File: config.mk
export PLATFORM = sky130hd
export DESIGN_NAME = ifid_skid_reg
export DESIGN_NICKNAME = d
export VERILOG_FILES = /design/src/rtl/ifid_skid_reg.sv
export SDC_FILE = /design/constraint.sdc
export NUM_CORES = 1
export LEC_CHECK = 0
export CORE_MARGIN = 1
export CORE_UTILIZATION = 40
export CTS_BUF_LIST = sky130_fd_sc_hd__clkbuf_8
export DETAILED_ROUTE_END_ITERATION = 10
export PLACE_DENSITY = 0.67
export SYNTH_ARGS = -nofsm -noshare
export SYNTH_HDL_FRONTEND = slang
export SYNTH_SLANG_ARGS = --single-unit
export TNS_END_PERCENT = 10
File: constraint.sdc
create_clock -name clk -period 5.15 [get_ports clk]
set_input_delay 1.545 -clock clk [delete_from_list [all_inputs] [get_ports clk]]
set_output_delay 1.545 -clock clk [all_outputs]
set_load 0.03 [all_outputs]
File: src/rtl/ifid_skid_reg.sv
// IF/ID pipeline register with a two-entry skid buffer, flush-to-bubble, registered stall flag
// and a saturating stall-cycle counter.
module ifid_skid_reg #(
  parameter int unsigned         PC_W     = 16,
  parameter int unsigned         INST_W   = 16,
  parameter logic [INST_W-1:0]   NOP_INST = '0,
  parameter int unsigned         CNT_W    = 8
) (
  input  logic              clk,
  input  logic              rst,
  input  logic              in_valid,
  output logic              in_ready,
  input  logic [PC_W-1:0]   in_pc,
  input  logic [INST_W-1:0] in_inst,
  input  logic              in_exec,
  input  logic              stall,
  input  logic              flush,
  output logic              out_valid,
  input  logic              out_ready,
  output logic [PC_W-1:0]   out_pc,
  output logic [INST_W-1:0] out_inst,
  output logic              out_exec,
  output logic              stall_q,
  output logic [CNT_W-1:0]  stall_cnt
);

  logic              main_valid_q, main_valid_d;
  logic [PC_W-1:0]   main_pc_q,    main_pc_d;
  logic [INST_W-1:0] main_inst_q,  main_inst_d;
  logic              main_exec_q,  main_exec_d;

  logic              skid_valid_q, skid_valid_d;
  logic [PC_W-1:0]   skid_pc_q,    skid_pc_d;
  logic [INST_W-1:0] skid_inst_q,  skid_inst_d;
  logic              skid_exec_q,  skid_exec_d;

  logic              stall_dly_q,  stall_dly_d;
  logic [CNT_W-1:0]  stall_cnt_q,  stall_cnt_d;

  logic in_fire;
  logic out_fire;

  // in_ready comes straight from a flop so fetch never sees a path from out_ready.
  assign in_ready = !skid_valid_q;
  assign in_fire  = in_valid && in_ready;
  assign out_fire = main_valid_q && out_ready && !stall;

  always_comb begin
    main_valid_d = main_valid_q;
    main_pc_d    = main_pc_q;
    main_inst_d  = main_inst_q;
    main_exec_d  = main_exec_q;
    skid_valid_d = skid_valid_q;
    skid_pc_d    = skid_pc_q;
    skid_inst_d  = skid_inst_q;
    skid_exec_d  = skid_exec_q;

    if (flush) begin
      // Data fields stay stale; the output masks hide them.
      main_valid_d = 1'b0;
      skid_valid_d = 1'b0;
    end else if (!main_valid_q) begin
      if (in_fire) begin
        main_valid_d = 1'b1;
        main_pc_d    = in_pc;
        main_inst_d  = in_inst;
        main_exec_d  = in_exec;
      end
    end else if (out_fire) begin
      if (skid_valid_q) begin
        main_pc_d    = skid_pc_q;
        main_inst_d  = skid_inst_q;
        main_exec_d  = skid_exec_q;
        skid_valid_d = in_fire;
        if (in_fire) begin
          skid_pc_d   = in_pc;
          skid_inst_d = in_inst;
          skid_exec_d = in_exec;
        end
      end else if (in_fire) begin
        main_pc_d   = in_pc;
        main_inst_d = in_inst;
        main_exec_d = in_exec;
      end else begin
        main_valid_d = 1'b0;
      end
    end else if (in_fire) begin
      skid_valid_d = 1'b1;
      skid_pc_d    = in_pc;
      skid_inst_d  = in_inst;
      skid_exec_d  = in_exec;
    end
  end

  always_comb begin
    stall_dly_d = flush ? 1'b0 : stall;
    stall_cnt_d = stall_cnt_q;
    if (stall && main_valid_q && (stall_cnt_q != {CNT_W{1'b1}})) begin
      stall_cnt_d = stall_cnt_q + CNT_W'(1);
    end
  end

  always_ff @(posedge clk) begin
    if (rst) begin
      main_valid_q <= 1'b0;
      main_pc_q    <= '0;
      main_inst_q  <= '0;
      main_exec_q  <= 1'b0;
      skid_valid_q <= 1'b0;
      skid_pc_q    <= '0;
      skid_inst_q  <= '0;
      skid_exec_q  <= 1'b0;
      stall_dly_q  <= 1'b0;
      stall_cnt_q  <= '0;
    end else begin
      main_valid_q <= main_valid_d;
      main_pc_q    <= main_pc_d;
      main_inst_q  <= main_inst_d;
      main_exec_q  <= main_exec_d;
      skid_valid_q <= skid_valid_d;
      skid_pc_q    <= skid_pc_d;
      skid_inst_q  <= skid_inst_d;
      skid_exec_q  <= skid_exec_d;
      stall_dly_q  <= stall_dly_d;
      stall_cnt_q  <= stall_cnt_d;
    end
  end

  assign out_valid = main_valid_q;
  assign out_pc    = main_pc_q;
  assign out_inst  = main_valid_q ? main_inst_q : NOP_INST;
  assign out_exec  = main_valid_q && main_exec_q;
  assign stall_q   = stall_dly_q;
  assign stall_cnt = stall_cnt_q;

  // The skid slot is only ever filled behind an occupied main slot.
  skid_behind_main: assert property (@(posedge clk) disable iff (rst)
    skid_valid_q |-> main_valid_q);

  // A presented beat holds bit-for-bit until it is taken or squashed.
  hold_until_fire: assert property (@(posedge clk) disable iff (rst)
    (main_valid_q && !out_fire && !flush) |=>
      (main_valid_q && $stable({main_pc_q, main_inst_q, main_exec_q})));

endmodule

==> impl_metrics.toml <==
[run_status]
status = "finished, final reports clean"

[clock_network]
ctsResizeCount = 0
htree_num_levels = 3
clk_latency_ns = 0.34
cts_hold_buffers = 0
clkSinkCount = 77
clock-root-buffer = "clkbuf_8"
cts_tree = "yes"
cts_setup_buffers = 0
cts_buffers = 9
clk_pin_slew_ns = 0.08
clk_path_buf_depth = 2

[finish]
multiInputGateArea_sq_um = 1598
fill_cells = 737
final_nets = 476
final_util = 0.5552
fin_area_sq_um = 4357
diodes = 0
area_growth_pct = 31.59
register_area_sq_um = 1541
drive_gt1_frac = 0.1293

[sta]
fin_skew_ns = 0.008236
maxSlewHeadroom = 0.3611
tns_ns = 0
rsz0062_at_grt = "no"
final.min_clock_period_ns = 3.777
final-hold-violation-count = 0
period_share = 0.7334
clock.fmax_mhz = 264.8
setup_viol = 0
worst_pin_slew_ns = 0.9583
timing_max_transition_violations_final = 0

[synth]
synthFlopType = "dfxtp_1"
syn-num-nets = 412
synth_edf_count = 0
synth-warning-count = 0
yosysSeqAreaShare = 0.4656
syn_area_per_cell_sq_um = 8.900
synth.distinct_cells = 34
ys_ff_latch = 77
synthCells = 372
synthArstFlopShare = 0
syn_area_sq_um = 3311

[flow_run]
max_cap_viol_count = 0

[drt]
ant_nets = 0
vias_per_cell = 5.215
wl_mm = 7.926
vias = 2832
dr.pass1.iters = 4
dr.first_iter.drc_count = 124
drc_errors = 0
wire_per_inst_um = 14.60

[worst_setup_path]
critical-path-max-stage-delay_ns = 1.07
worstSetupStartpointType = "input pin"
path_delay_family = "simple AND/OR/NAND/NOR gates"
slowest_stage = "nand4bb_2"
cp.required_ns = 5.34
critPathArrivalTime_ns = 3.96
cp.buffers_inverters = 1
end_kind = "flip-flop"
path_cells = "clkdlybuf4s50_1, nand2b_2, nand4bb_2, nand2_1, a21oi_1"
worstSetupPathType = "input pin to flip-flop"
critPathMaxFanout = 37

[global_route]
antenna_found_initial = 0
use_met2 = 0.2941
overflow = 0
gr-usage-all-layers = 0.1892
grt_pass1_wl_mm = 12.99
gr-usage-met3 = 0.04065
busiest_layer = "met2"
grt_pass1_vias = 2715
met1_usage = 0.2565
grt_max_degree = 78

[floorplanning]
initial_core_util = 0.4219
die_x_um = 92.98
die_area_sq_um = 8644
fp.dieH_um = 92.98
core_sq_um = 7848
rows = 32
ioPinCount = 83

[power]
irDropWorstVdd_uv = 135.2
p_total_mw = 1.322
power_density_nw_per_um2 = 303.4
p_leak_nw = 1.459

[placed_design]
gp_congestion = 0.7137
io_buffers = 82
dpl.hpwl_mm = 4.941
placedInstanceArea_sq_um = 4130

[min_path]
hold_path.class = "flip-flop to flip-flop"
[synth_stat cells, types with 2 or more instances]
master | n | area share
o31ai_1 | 2 | 0.0045
buf_2 | 8 | 0.012
and2_1 | 17 | 0.032
buf_6 | 7 | 0.024
nand3_1 | 2 | 0.0030
xnor2_1 | 3 | 0.0079
a21oi_1 | 38 | 0.057
nor2_1 | 38 | 0.043
inv_1 | 4 | 0.0045
dfxtp_1 | 77 | 0.47
clkbuf_1 | 17 | 0.019
nand2_1 | 70 | 0.079
nand2b_1 | 2 | 0.0038
a211oi_2 | 30 | 0.11
a211oi_1 | 4 | 0.0091
o22ai_1 | 33 | 0.062
a2111oi_0 | 2 | 0.0053
or4_1 | 2 | 0.0045
[registers in the layout, indices dropped and copies added (netlist names)]
signal	flops
stall_q	1
stall_cnt	8
main_inst_q	16
skid_inst_q	16
skid_pc_q	16
out_valid	1
out_pc	16
main_exec_q	1
skid_valid_q	1
skid_exec_q	1
[power breakdown]
part	switching (mW)	total [mW]	internal [mW]
sequential	0.0120	0.630	0.618
clock	0.215	0.511	0.296
combinational	0.101	0.181	0.0800
total	0.328	1.32	0.994
[path summary, 6_finish.rpt]
path              cells past startpoint                           to  slack [ns]                         from
setup / recovery                      5    skid_pc_q[3]$_SDFFE_PP0P_        1.37                     in_valid
hold / removal                        2  skid_inst_q[3]$_SDFFE_PP0P_        0.46  skid_inst_q[3]$_SDFFE_PP0P_
setup reg to reg                      6       out_pc[7]$_SDFFE_PP0P_        2.26         out_valid$_SDFF_PP0_
hold reg to reg                       2  skid_inst_q[3]$_SDFFE_PP0P_        0.46  skid_inst_q[3]$_SDFFE_PP0P_
[metrics by stage]
step	worst slack, ns	hold slack (ns)	std cells
6_report	1.373	0.4556	543
5_1_grt	1.156	0.4724	543
4_1_cts	1.371	0.4576	543
3_5_place_dp	1.023	0.4473	527
3_3_place_gp	1.062	0.4415	527
2_1_floorplan	2.152	0.4365	372
[logic make-up (layout without fill, tap and decap cells)]
logic type | Yosys count | in the layout | synth area share
and+or+nand+nor | 139 | 139 | 0.1863
muxes | 1 | 1 | 0.003024
AOI/OAI and AO/OA | 113 | 113 | 0.2687
xor gates and xnor gates | 4 | 4 | 0.01058
adders and majority gates | 1 | 1 | 0.003779
buffers and inverters | 37 | 106 | 0.06198
DFF | 77 | 77 | 0.4656
[cell usage in the layout, fill, tap and decap left out, types with 2 or more instances in the layout]
cell type,synthesis,final
o22ai_1,33,33
or4_1,2,2
clkdlybuf4s50_1,0,81
nor2_1,38,38
xnor2_1,3,3
clkbuf_8,0,11
nand3_1,2,2
inv_1,4,6
bufinv_16,0,2
o31ai_1,2,2
a21oi_1,38,37
a211oi_2,30,30
a211oi_1,4,4
a2111oi_0,2,2
and2_1,17,17
buf_4,1,5
nand2_1,70,70
dfxtp_1,77,77
[cell type report]
cell class	count	share of cell area
clock buffer	11	0.03475
clock inverter	5	0.01723
inverter	4	0.003446
multi-input combinational	258	0.3667
sequential	77	0.3538
tap	102	0.02929
timing repair buffer	86	0.1947
[per-layer routing]
layer  up-vias  routed length [um]
li1       1428                   -
met1      1309                3722
met2        85                3575
met3        10                 493
met4         0                 133
met5         -                   0
[tightest hold or removal path: cells and delay by family (launching register included)]
family | cells | cell delay, ns
and+or+nand+nor | 1 | 0.05
DFF | 1 | 0.31
AOI/OAI and AO/OA | 1 | 0.05
Note: power is estimated with default switching activity, not from simulation.
